==> src/rtl/axis_rr_arb_mux_pkg.sv <==
// Shared types and helpers for the packet round-robin arbiter/mux.
// The rr_next search is written for up to MAX_PORTS requesters so other arbiters can reuse it.
package axis_rr_arb_mux_pkg;

  typedef enum logic {
    IDLE   = 1'b0,
    ACTIVE = 1'b1
  } state_t;

  localparam int MAX_PORTS = 8;

  typedef struct packed {
    logic       hit;
    logic [2:0] idx;
  } pick_t;

  // First requester strictly after 'last' in circular order. The loop runs from the
  // farthest candidate to the nearest, so the nearest requester is the one kept.
  function automatic pick_t rr_next(input logic [MAX_PORTS-1:0] req,
                                    input logic [2:0]           last,
                                    input int                   ports);
    pick_t res;
    int    idx;
    res = '0;
    for (int k = MAX_PORTS; k >= 1; k--) begin
      if (k <= ports) begin
        idx = (int'(last) + k) % ports;
        if (req[3'(idx)]) begin
          res.hit = 1'b1;
          res.idx = 3'(idx);
        end
      end
    end
    return res;
  endfunction

endpackage

==> src/rtl/axis_rr_arb_mux_pick.sv <==
// Combinational round-robin priority encoder: next requester after last_idx, with wrap.
module axis_rr_pick
  import axis_rr_arb_mux_pkg::*;
#(
  parameter int PORTS     = 4,
  parameter int IDX_WIDTH = 2
) (
  input  logic [PORTS-1:0]     req,
  input  logic [IDX_WIDTH-1:0] last_idx,
  output logic [IDX_WIDTH-1:0] next_idx,
  output logic                 hit
);

  logic [MAX_PORTS-1:0] req_ext;
  pick_t                pick;

  always_comb begin
    req_ext                = '0;
    req_ext[PORTS-1:0]     = req;
    pick                   = rr_next(req_ext, 3'(last_idx), PORTS);
    hit                    = pick.hit;
    next_idx               = IDX_WIDTH'(pick.idx);
  end

endmodule

==> src/rtl/axis_rr_arb_mux.sv <==
// Packet-level round-robin AXI-Stream arbiter/mux with a single registered output stage.
// A grant is held from the first accepted beat until the tlast beat is accepted.
module axis_rr_arb_mux
  import axis_rr_arb_mux_pkg::*;
#(
  parameter int PORTS      = 4,
  parameter int DATA_WIDTH = 8,
  parameter int IDX_WIDTH  = 2
) (
  input  logic                        clk,
  input  logic                        async_rst,
  input  logic [PORTS*DATA_WIDTH-1:0] input_axis_tdata,
  input  logic [PORTS-1:0]            input_axis_tvalid,
  output logic [PORTS-1:0]            input_axis_tready,
  input  logic [PORTS-1:0]            input_axis_tlast,
  input  logic [PORTS-1:0]            input_axis_tuser,
  output logic [DATA_WIDTH-1:0]       output_axis_tdata,
  output logic                        output_axis_tvalid,
  input  logic                        output_axis_tready,
  output logic                        output_axis_tlast,
  output logic                        output_axis_tuser,
  output logic                        grant_valid,
  output logic [IDX_WIDTH-1:0]        grant_index
);

  state_t                state_q, state_d;
  logic [IDX_WIDTH-1:0]  grant_index_q, grant_index_d;
  logic [DATA_WIDTH-1:0] out_data_q, out_data_d;
  logic                  out_last_q, out_last_d;
  logic                  out_user_q, out_user_d;
  logic                  out_valid_q, out_valid_d;

  logic [IDX_WIDTH-1:0]  pick_idx;
  logic                  pick_hit;
  logic                  gnt_ready;
  logic                  accept;

  axis_rr_pick #(
    .PORTS     (PORTS),
    .IDX_WIDTH (IDX_WIDTH)
  ) u_pick (
    .req      (input_axis_tvalid),
    .last_idx (grant_index_q),
    .next_idx (pick_idx),
    .hit      (pick_hit)
  );

  // The output register can take a new beat when empty or draining this cycle.
  assign gnt_ready = (state_q == ACTIVE) && (output_axis_tready || !out_valid_q);
  assign accept    = gnt_ready && input_axis_tvalid[grant_index_q];

  always_comb begin
    input_axis_tready                = '0;
    input_axis_tready[grant_index_q] = gnt_ready;
  end

  always_comb begin
    state_d       = state_q;
    grant_index_d = grant_index_q;
    out_data_d    = out_data_q;
    out_last_d    = out_last_q;
    out_user_d    = out_user_q;
    out_valid_d   = out_valid_q && !output_axis_tready;
    case (state_q)
      IDLE: begin
        if (pick_hit) begin
          grant_index_d = pick_idx;
          state_d       = ACTIVE;
        end
      end
      ACTIVE: begin
        if (accept) begin
          out_data_d  = input_axis_tdata[grant_index_q*DATA_WIDTH +: DATA_WIDTH];
          out_last_d  = input_axis_tlast[grant_index_q];
          out_user_d  = input_axis_tuser[grant_index_q];
          out_valid_d = 1'b1;
          if (input_axis_tlast[grant_index_q]) state_d = IDLE;
        end
      end
      default: state_d = IDLE;
    endcase
  end

  always_ff @(posedge clk or posedge async_rst) begin
    if (async_rst) begin
      state_q       <= IDLE;
      grant_index_q <= IDX_WIDTH'(PORTS - 1);
      out_data_q    <= '0;
      out_last_q    <= 1'b0;
      out_user_q    <= 1'b0;
      out_valid_q   <= 1'b0;
    end else begin
      state_q       <= state_d;
      grant_index_q <= grant_index_d;
      out_data_q    <= out_data_d;
      out_last_q    <= out_last_d;
      out_user_q    <= out_user_d;
      out_valid_q   <= out_valid_d;
    end
  end

  assign output_axis_tdata  = out_data_q;
  assign output_axis_tvalid = out_valid_q;
  assign output_axis_tlast  = out_last_q;
  assign output_axis_tuser  = out_user_q;
  assign grant_valid        = (state_q == ACTIVE);
  assign grant_index        = grant_index_q;

endmodule
==> config.mk <==
export PLATFORM = sky130hd
export DESIGN_NAME = axis_rr_arb_mux
export DESIGN_NICKNAME = d
export VERILOG_FILES = /design/src/rtl/axis_rr_arb_mux_pkg.sv /design/src/rtl/axis_rr_arb_mux_pick.sv /design/src/rtl/axis_rr_arb_mux.sv
export SDC_FILE = /design/constraint.sdc
export NUM_CORES = 1
export LEC_CHECK = 0
export CAP_MARGIN = 10
export CORE_ASPECT_RATIO = 1.75
export CORE_UTILIZATION = 37
export DETAILED_ROUTE_END_ITERATION = 7
export PLACE_DENSITY_LB_ADDON = 0.2
export SLEW_MARGIN = 25
export SYNTH_ARGS = -nofsm -noshare
export SYNTH_HDL_FRONTEND = slang
export SYNTH_HIERARCHICAL = 1
export SYNTH_SLANG_ARGS = --single-unit
==> constraint.sdc <==
create_clock -name clk -period 4.7 [get_ports clk]
set_input_delay 0.47 -clock clk [delete_from_list [all_inputs] [get_ports clk]]
set_output_delay 0.47 -clock clk [all_outputs]
set_load 0.05 [all_outputs]
# == Word level (Yosys, flattened, before mapping) ==
# Index checks and enable logic that the tools add are counted.
# word_totals
regBits,14
latch_bits,0
ramBits,0
mem_bits_ro,0
word_cells,66
memories,0
# classes
add_sub_neg,4
mul,0
n_div,0
magnitude_cmp,6
n_eq_ne,0
shift,1
n_mux,30
bitwise_logic,6
reduce_logical,13
# op_table
operator,count
$shiftx 32x6->8,1
$lt 3x5->1 const B,4
$mux 1,17
$mux 4,4
$bmux 1 s3,4
$reduce_or 2->1,4
$bmux 1 s2,3
$add 2x1->2 const B,2
$add 2x2->2 const B,2
$and 1x1->1 const A,4
$and 4x4->4,1
$logic_and 1x1->1,4
$reduce_and 2->1,2
$lt 2x3->1 const B,1
$demux 1 s2,1
$ge 2x1->1 const B,1
$logic_not 1->1,2
$pmux 1 s2,1
$logic_or 1x1->1,1
$not 1->1,1

# == Longest topological paths before layout ==
# Gate-level depths: netlist (run 1).
# depth
depth_word,12
mapped_depth,5
depth_no_buf,5

# == Modules after synthesis ==
# The synthesis (run 1) kept the hierarchy.
# modules_own_cells
module,instances,cells_each,area_each_um2
axis_rr_arb_mux,1,56,839.6
axis_rr_pick,1,14,78.8

# == Worst setup path before layout (run 1) ==
# OpenSTA, ideal clock, no wires.
# synth_path
kind,register -> output
from,reg grant_index_q[1] (netlist: grant_index[1])
to,out input_axis_tready[2]
arrival_ns,2.309
slack_ns,1.921
path_stages_with_launch,4
n_path_buf,1
path_cell_list,dfstp_2 > clkbuf_1 > inv_1 > nor3_1
# synth_between
elab_chain_cells,5
# synth_lines
element,line_no,source
from (decl),axis_rr_arb_mux.sv:27,"logic [IDX_WIDTH-1:0] grant_index_q, grant_index_d;"
from (signal assigned),axis_rr_arb_mux.sv:87,grant_index_q <= IDX_WIDTH'(PORTS - 1);
from (signal assigned),axis_rr_arb_mux.sv:94,grant_index_q <= grant_index_d;
$lt 2x3->1 (implied by the code) or $ge 2x1->1 (tied branches),axis_rr_arb_mux.sv:54,input_axis_tready[grant_index_q] = gnt_ready;
$logic_and 1x1->1 (implied by the code),axis_rr_arb_mux.sv:54,
$mux 1 (implied by the code),axis_rr_arb_mux.sv:54,
$demux 1 s2 (*),axis_rr_arb_mux.sv:54,
$and 4x4->4 (no line) (*),--,
to (decl),axis_rr_arb_mux.sv:14,"output logic [PORTS-1:0] input_axis_tready,"
# Mark *: on every way between the ends. The rest lies on a longest branch, timed or not.

# == Final worst setup path (run 1) ==
# layout_path
from,in output_axis_tready
to,out input_axis_tready[2]
# layout_between
elab_chain_cells,3
# layout_lines
element,line_no,source
from (decl),axis_rr_arb_mux.sv:19,"input logic output_axis_tready,"
$logic_or 1x1->1,axis_rr_arb_mux.sv:49,assign gnt_ready = (state_q == ACTIVE) && (output_axis_tready || !out_valid_q);
$logic_and 1x1->1,axis_rr_arb_mux.sv:49,
$and 4x4->4 (no line),--,
# Every way passes these cells.

==> metrics.yaml, run 1 <==
run_status:
  status: "finished, final reports clean"
setup_path:
  worstPathMaxFanout: 5
  crit_chain: "clkdlybuf4s50_1, nand2b_1, nand2_1, nor3_1, clkdlybuf4s50_1"
  startpoint: "output_axis_tready"
  setup.worst_path.end_class: "output pin"
  max_stage_delay_ns: 0.83
  crit_type: "in2out"
  path_common_cell: "clkdlybuf4s50_1"
  cp_slowest_cell: "clkdlybuf4s50_1"
  arrival_ns: 2.26
  crit_buf_inv: 2
  r2r-start: "grant_index[0]"
  cp_top_family: "buffers and inverters"
  worstPathRequired_ns: 4.23
  worst_setup_path_start_kind: "input pin"
yosys:
  async_reset_ff_frac: 1.00
  synth_flop_cell: "dfrtp_1"
  syn_area_um2: 918
  ys_ff_latch: 14
  synth_top_cell_area_share: 0.327
  synthAdderAreaFrac: 0
  yosysTopAreaCell: "dfrtp_1"
  synth_commonest_cells: "dfrtp_1 (12), mux4_2 (11), mux2_2 (10), nor2_1 (7), nand2_1 (5)"
  synth.distinct_cells: 24
  avgSynthCellArea_um2: 13.1
  syn_nets: 117
  synth_compound_area_frac: 0.0504
  yosys.area_share.simple: 0.128
  synth_most_common_cell: "dfrtp_1"
  synth_seq_area_share: 0.384
  synth_edf_count: 0
  muxShareOfSynthArea: 0.405
  synth_top_family_by_area: "multiplexers"
  synthTopCellsByArea: "dfrtp_1 (33%), mux4_2 (27%), mux2_2 (12%)"
  synth-xor-area-share: 0
  synth_cells: 70
  ys_warn_count: 6
min_path:
  holdCritStartpoint: "output_axis_tdata[6]"
  hold_class: "reg2reg"
sta:
  hold_violations: 0
  max_freq_mhz: 367
  fin_ws_ns: 1.97
  finClkSkew_ns: 0.00218
  fin_setup_tns_ns: 0
  drv_slew: 0
  relSlewSlack: 0.647
  setup_viol: 0
  min_period_over_period: 0.580
  worst_slew_pin_slew_ns: 0.528
  post-route-min-period_ns: 2.73
  rsz0062_at_grt: "false"
placed_design:
  dp_hpwl_um: 1870
  numPortBuffers: 64
  placed_area_um2: 1570
  dp_slack_ns: 1.96
  dp.cells: 156
  gp_congestion: 0.733
global_routing:
  overflow: 0
  grt_first_pass_wirelength_um: 3580
  antenna_found_initial: 0
  globalRouteTotalUtil: 0.192
  grt_start_max_net_pins: 20
  grt_pass1_vias: 912
detailed_routing:
  dr.pass1.iters: 4
  vias: 848
  wire_per_inst_um: 14.8
  antenna_left: 0
  remaining_drc_errors: 0
  drtIter0Drc: 23
  wirelength_um: 2370
  viasPerCell: 5.30
cts:
  hold_buffers: 0
  cts_tree: "yes"
  clockRootBuffer: "clkbuf_8"
  cts_made_buffers: 3
  clk_pin_slew_ns: 0.06
  htreeDepth: 1
  cts_buffer_depth: 2
  ctsResizeCount: 0
  clkLatencyLatePin_ns: 0.24
  cts_setup_buffers: 0
  cts_sinks: 14
floorplanning:
  ios: 65
  die_area_um2: 2690
  fp.dieH_um: 67.9
  coreArea_um2: 2330
  die_x_um: 39.7
  initial_core_util: 0.394
  rows: 23
power_and_ir_drop:
  powerDensity_nw_per_um2: 713
  power_leakage_nw: 0.628
  irDropWorstVdd_mv: 0.499
layout:
  instances_no_fill: 160
  fill_cells: 160
  layout-drive-gt1-share: 0.207
  antennaDiodeCount: 0
  multi_input_area_um2: 536
  fin_util: 0.696
  final_area_um2: 1620
  nets: 183
  synthToLayoutAreaGrowth_pct: 76.7
  seq_area_um2: 353
job:
  drv_cap: 0
[cell families (layout without fill, tap and decap cells)]
group                  count (synthesis)  after routing
buffers and inverters                  5             70
AND/OR/NAND/NOR                       22             22
AO/OA/AOI/OAI                          7              7
flip-flops                            14             14
multiplexers                          22             22
[stage by stage]
stage	hold WS (ns)	power, mW
2_1_floorplan	0.358	0.814
3_3_place_gp	0.479	1.03
3_5_place_dp	0.484	1.05
4_1_cts	0.497	1.17
5_1_grt	0.513	1.22
6_report	0.492	1.16
[layout make-up]
class | instances | share of cell area
clock buffer | 4 | 0.0339
timing repair buffer | 64 | 0.395
tap | 25 | 0.0193
inverter | 2 | 0.00463
multi-input combinational | 51 | 0.330
sequential | 14 | 0.217
[sequential cells by signal, summed over array words and instances, names as in the netlist]
signal and cells:
grant_index 2, grant_valid 1, output_axis_tdata 8, output_axis_tlast 1
output_axis_tuser 1, output_axis_tvalid 1
[worst paths after layout]
check                                        to  depth (start not counted)  slack, ns
setup / recovery           input_axis_tready[2]                          5       1.97
hold / removal             output_axis_tdata[6]                          1       0.49
setup reg to reg           output_axis_tdata[0]                          3       2.53
hold reg to reg            output_axis_tdata[6]                          1       0.49
max in group asynchronous        grant_index[0]                          2       3.78
min in group asynchronous  output_axis_tdata[3]                          2       0.56
[cells in the final DEF, fill, tap and decap left out, types with 2 or more instances in the layout]
| cell type | netlist | final |
|---|---|---|
| and2b_1 | 2 | 2 |
| nor2_1 | 7 | 7 |
| clkdlybuf4s50_1 | 0 | 64 |
| dfrtp_1 | 12 | 12 |
| nand2_1 | 5 | 5 |
| dfstp_2 | 2 | 2 |
| nor3_1 | 2 | 2 |
| nand2b_1 | 3 | 3 |
| inv_1 | 2 | 2 |
| clkbuf_8 | 0 | 4 |
| mux2_2 | 10 | 10 |
| mux4_2 | 11 | 11 |
[where the power goes]
group          switching, mW  internal, mW  total [mW]
sequential            0.0949         0.193       0.288
clock                 0.0428        0.0742       0.117
combinational          0.409         0.342       0.751
[layer usage]
layer / wire length, µm / GRT usage
met1: 806 / 0.171
met2: 1430 / 0.389
met3: 99 / 0.0162
met4: 39 / 0.0905
met5: 0 / 0
Note: power is estimated with default switching activity, not from simulation.
==> inputs of run 2 (changes only) <==
- CORE_UTILIZATION: 37 -> 34
- clock period: 4.7 -> 2.6 ns (I/O delays scaled with it)
==> run 2 against run 1 <==
  * First-iteration DRC count down 26%
  * Sequential power up 66%
  * Count of clock-buffer cells in the layout down 1
  * Die area up 8.5%
  * Clock power up 46%
  * Via count up 2.2%
  * Routed wire length up 5.4%
  * Sequential share of layout area up 0.20 points
  * Setup slack worse by 1.5 ns
  * Largest power group unchanged
  * Highest routed layer unchanged
==> metrics.yaml, run 2 (synthesis gave the netlist of run 1 again) <==
run_status:
  status: "finished, final reports clean"
sta:
  hold_violations: 0  # unchanged
  fin_ws_ns: 0.426  # -1.55 ns
  relSlewSlack: 0.646  # -0.000720
  drv_slew: 0  # unchanged
  max_freq_mhz: 460
  worst_slew_pin_slew_ns: 0.529  # +0.00108 ns
  rsz0062_at_grt: "false"
  setup_viol: 0  # unchanged
  min_period_over_period: 0.836
  post-route-min-period_ns: 2.17
  fin_setup_tns_ns: 0  # unchanged
  finClkSkew_ns: 0.00357  # +0.00139 ns
detailed_routing:
  wl_met1_um: 762  # -5.5%
  drtIter0Drc: 17  # -26%
  wire_per_inst_um: 15.5  # +4.7%
  top_layer_used: "met4"
  vias: 867  # +2.2%
  met3WireLength_um: 174  # +76%
  antenna_left: 0  # unchanged
  viasPerCell: 5.39  # +1.6%
  met2_wirelength_um: 1460  # +2.7%
  remaining_drc_errors: 0  # unchanged
  wirelength_um: 2500  # +5.4%
  dr.pass1.iters: 4  # unchanged
floorplanning:
  ios: 65  # unchanged
  die_x_um: 41.3  # +4.1%
  coreArea_um2: 2520  # +8.2%
  fp.dieH_um: 70.8  # +4.2%
  rows: 24  # +4.3%
  die_area_um2: 2920  # +8.5%
  initial_core_util: 0.364  # -0.0299
cts:
  htreeDepth: 1  # unchanged
  hold_buffers: 0  # unchanged
  cts_sinks: 14  # unchanged
  clkLatencyLatePin_ns: 0.24  # about the same
  clockRootBuffer: "clkbuf_8"
  cts_buffer_depth: 2  # unchanged
  clk_pin_slew_ns: 0.05  # about the same
  cts_tree: "yes"
  ctsResizeCount: 0  # unchanged
  cts_made_buffers: 3  # unchanged
  cts_setup_buffers: 0  # unchanged
global_routing:
  grt_first_pass_wirelength_um: 3880  # +8.5%
  globalRouteTotalUtil: 0.195  # +0.00270
  grt_pass1_vias: 902  # -1.1%
  antenna_found_initial: 0  # unchanged
  overflow: 0  # unchanged
  grt_start_max_net_pins: 20  # unchanged
setup_path:
  crit_type: "reg2out"
  setup.worst_path.end_class: "output pin"
  worstPathMaxFanout: 19  # +14
  cp_top_family: "buffers and inverters"
  arrival_ns: 1.91  # -0.35 ns
  crit_chain: "clkdlybuf4s50_1"
  cp_slowest_cell: "clkdlybuf4s50_1"
  reg2reg_depth: 3  # unchanged
  worst_setup_path_start_kind: "flop"
  cp.depth: 1  # -4
  max_stage_delay_ns: 0.88  # +0.05 ns
  worstPathRequired_ns: 2.34  # -1.89 ns
  crit_buf_inv: 1  # -1
min_path:
  hold_class: "in2async"
power_and_ir_drop:
  powerDensity_nw_per_um2: 1280  # +79%
  irDropWorstVdd_mv: 0.556  # +11%
  power_leakage_nw: 0.632  # +0.71%
layout:
  fill_cells: 223  # +39%
  largest_reg_flops: 8  # unchanged
  layout-drive-gt1-share: 0.237  # +0.0296
  synthToLayoutAreaGrowth_pct: 75.1
  most-common-layout-cells: "clkdlybuf4s50_1 (60), dfrtp_1 (12), mux4_2 (11)"
  antennaDiodeCount: 0  # unchanged
  nets: 184  # +0.55%
  mostFrequentLayoutCell: "clkdlybuf4s50_1"
placed_design:
  dp_slack_ns: 0.622  # -1.33 ns
  gp_congestion: 0.728  # -0.68%
  numPortBuffers: 64  # unchanged
  dp_hpwl_um: 2020  # +8.3%
job:
  drv_cap: 0  # unchanged
==> run 2: cell types whose count changed in the layout (fill, tap and decap cells not counted), sizes merged <==
| cell | previous run | this run |
|---|---|---|
| clkbuf | 4 | 3 |
| buf | 0 | 5 |
| clkdlybuf4s50 | 64 | 60 |
==> run 2: layout make-up <==
class	count	area (µm²)	share of cell area
multi-input cells	51	536	0.333
clock buffers	3	41.3	0.0257
inverters	2	7.51	0.00467
well taps	26	32.5	0.0202
flip-flops and latches	14	353	0.219
repair buffers	65	638	0.397
==> run 2: worst paths after layout <==
check / from / end / slack, ns
worst max-delay path: grant_index[1] / grant_index[1] / 0.43
worst min-delay path: async_rst / output_axis_tuser / 0.36
worst max register to register: grant_index[1] / output_axis_tdata[1] / 0.72
max in group asynchronous: async_rst / grant_index[0] / 1.87
min in group clk: output_axis_tdata[6] / output_axis_tdata[6] / 0.50
worst min register to register: output_axis_tdata[6] / output_axis_tdata[6] / 0.50
==> run 2: power by group <==
group          total (mW)  internal, mW  switching (mW)
logic                1.41         0.619           0.788
registers           0.477         0.349           0.128
clock network       0.171         0.102          0.0690
==> run 2: routing by layer <==
layer / vias up / GRT usage
met5: - / 0
met4: 0 / 0.125
met3: 9 / 0.0251
met2: 44 / 0.332
met1: 418 / 0.203
li1: 396 / -
==> run 2: per-stage QoR <==
stage	total power [mW]	hold slack, ns	cells	instance area, µm²	utilization
CTS	2.08	0.375	161	1610	0.637
floorplan	1.47	0.148	70	918	-
global placement	1.88	0.490	158	1570	0.621
global route	2.16	0.420	161	1610	0.637
finish	2.05	0.360	161	1610	0.637
detailed placement	1.90	0.492	158	1570	0.621
==> inputs of run 3 (changes only) <==
- CORE_UTILIZATION: 34 -> 31
- clock period: 2.6 -> 1.9 ns (I/O delays scaled with it)
==> run 3 against run 2 <==
  * Clock skew is 0.00093 ns lower
  * Clock power grew 67%
  * Flip-flop and latch count stayed put
  * Cell count increased by 6.2%
  * Largest power group unchanged
  * Hold slack worse by 0.086 ns
  * Combinational power is 70% higher
  * Final area up 12%
  * Count of clock-buffer cells in the layout rose by 1
  * Sequential power is 28% higher
==> metrics.yaml, run 3 (synthesis gave the netlist of run 1 again) <==
power_and_ir_drop:
  irDropWorstVdd_mv: 1.02  # +83%
  powerDensity_nw_per_um2: 1830  # +43%
  power_leakage_nw: 0.751  # +19%
  p_total_mw: 3.29  # +60%
cts:
  htreeDepth: 1  # unchanged
  cts_tree: "yes"
  ctsResizeCount: 0  # unchanged
  clk_pin_slew_ns: 0.06  # about the same
  clkLatencyLatePin_ns: 0.24  # about the same
  hold_buffers: 0  # unchanged
  cts_sinks: 14  # unchanged
  cts_setup_buffers: 0  # unchanged
  cts_made_buffers: 3  # unchanged
  cts_buffer_depth: 2  # unchanged
  clockRootBuffer: "clkbuf_8"
detailed_routing:
  vias: 909  # +4.8%
  wire_per_inst_um: 16.5  # +6.2%
  wirelength_um: 2820  # +13%
  dr.pass1.iters: 3  # -1
  antenna_left: 0  # unchanged
  drtIter0Drc: 25  # +8
  viasPerCell: 5.32  # -1.3%
  remaining_drc_errors: 0  # unchanged
sta:
  post-route-min-period_ns: 1.80
  setup_viol: 0  # unchanged
  fin_ws_ns: 0.0972  # -0.328 ns
  whs_ns: 0.274  # -0.0860 ns
  relSlewSlack: 0.657  # +0.0108
  rsz0062_at_grt: "false"
  hold_violations: 0  # unchanged
  worst_slew_pin_slew_ns: 0.513  # -0.0161 ns
  drv_slew: 0  # unchanged
  finClkSkew_ns: 0.00264  # -0.000933 ns
  fin_setup_tns_ns: 0  # unchanged
  min_period_over_period: 0.949
  max_freq_mhz: 555
floorplanning:
  coreArea_um2: 2750  # +9.1%
  die_area_um2: 3190  # +9.3%
  fp.dieH_um: 74  # +4.6%
  die_x_um: 43.1  # +4.5%
  initial_core_util: 0.334  # -0.0305
  ios: 65  # unchanged
  rows: 25  # +4.2%
layout:
  most-common-layout-cells: "clkdlybuf4s50_1 (57), dfrtp_1 (12), mux4_2 (11)"
  final_area_um2: 1800  # +12%
  layout-drive-gt1-share: 0.326  # +0.0894
  synthToLayoutAreaGrowth_pct: 95.8
  nets: 192  # +4.3%
  antennaDiodeCount: 0  # unchanged
  largest_reg_flops: 8  # unchanged
  fill_cells: 213  # -4.5%
  mostFrequentLayoutCell: "clkdlybuf4s50_1"
placed_design:
  gp_congestion: 0.770  # +5.8%
  placed_area_um2: 1740  # +11%
  dp_slack_ns: 0.0716  # -0.551 ns
  dp_hpwl_um: 2440  # +21%
  numPortBuffers: 64  # unchanged
run_status:
  status: "finished, final reports clean"
setup_path:
  reg2reg_depth: 3  # unchanged
  reg2reg_slack_ns: 0.1  # -0.62 ns
  arrival_ns: 1.93  # +0.02 ns
  worstPathMaxFanout: 10  # -9
  r2r-start: "grant_index[0]"
  worst_setup_path_start_kind: "flop"
  crit_type: "reg2reg"
  worstPathRequired_ns: 2.03  # -0.31 ns
  rr_endpoint: "output_axis_tdata[6]"
  setup.worst_path.end_class: "flop"
global_routing:
  overflow: 0  # unchanged
  grt_start_max_net_pins: 15  # -25%
  grt_pass1_vias: 1043  # +16%
  globalRouteTotalUtil: 0.192  # -0.00323
  antenna_found_initial: 0  # unchanged
  grt_first_pass_wirelength_um: 4620  # +19%
job:
  drv_cap: 0  # unchanged
min_path:
  hold_class: "in2async"
-- run 3: cell count changes in the layout (fill, tap and decap cells not counted) --
cell | previous run | this run
nor3_1 | 2 | 0
mux2_4 | 0 | 10
clkbuf_8 | 3 | 4
buf_12 | 0 | 6
mux2_2 | 10 | 1
mux2_1 | 1 | 0
clkdlybuf4s50_1 | 60 | 57
buf_4 | 5 | 10
nor3_2 | 0 | 2
-- run 3: report_power, final --
part           total, mW  leakage (nW)  internal [mW]  switching (mW)
combinational       2.39         0.563           1.15            1.24
sequential         0.609         0.159          0.476           0.133
clock              0.286        0.0288          0.183           0.102
total               3.29         0.751           1.81            1.48
-- run 3: worst max-delay path by stage --
stage,startpoint,endpoint,cells past startpoint
2_1_floorplan,grant_index[1],input_axis_tready[3],3
3_3_place_gp,input_axis_tvalid[3],output_axis_tdata[0],4
3_5_place_dp,input_axis_tvalid[2],output_axis_tdata[5],4
4_1_cts,grant_index[0],output_axis_tdata[6],3
5_1_grt,grant_index[0],output_axis_tdata[6],3
6_report,grant_index[0],output_axis_tdata[6],3
-- run 3: final cells by class --
class / instances / area (µm²) / area share
Timing Repair Buffer: 73 / 766 / 0.426
Inverter: 2 / 7.51 / 0.00418
Tap cell: 27 / 33.8 / 0.0188
Sequential cell: 14 / 353 / 0.196
Multi-Input combinational cell: 51 / 583 / 0.324
Clock buffer: 4 / 55.1 / 0.0306
-- run 3: routing by layer --
| layer | up-vias | part of all wire | GRT usage |
|---|---|---|---|
| li1 | 413 | - | - |
| met1 | 454 | 0.33 | 0.194 |
| met2 | 38 | 0.60 | 0.378 |
| met3 | 4 | 0.059 | 0.0413 |
| met4 | 0 | 0.013 | 0.0572 |
| met5 | - | 0 | 0 |
-- run 3: worst max-delay path: stages, from the launching register on --
cell     delay (ns)
dfstp_2        0.57
mux4_2         0.56
nand3_4        0.22
mux2_4         0.33
-- run 3: stage by stage --
stage / utilization / cells
6_report: 0.653 / 171
3_5_place_dp: 0.633 / 167
4_1_cts: 0.653 / 171
2_1_floorplan: - / 70
3_3_place_gp: 0.633 / 167
5_1_grt: 0.653 / 171
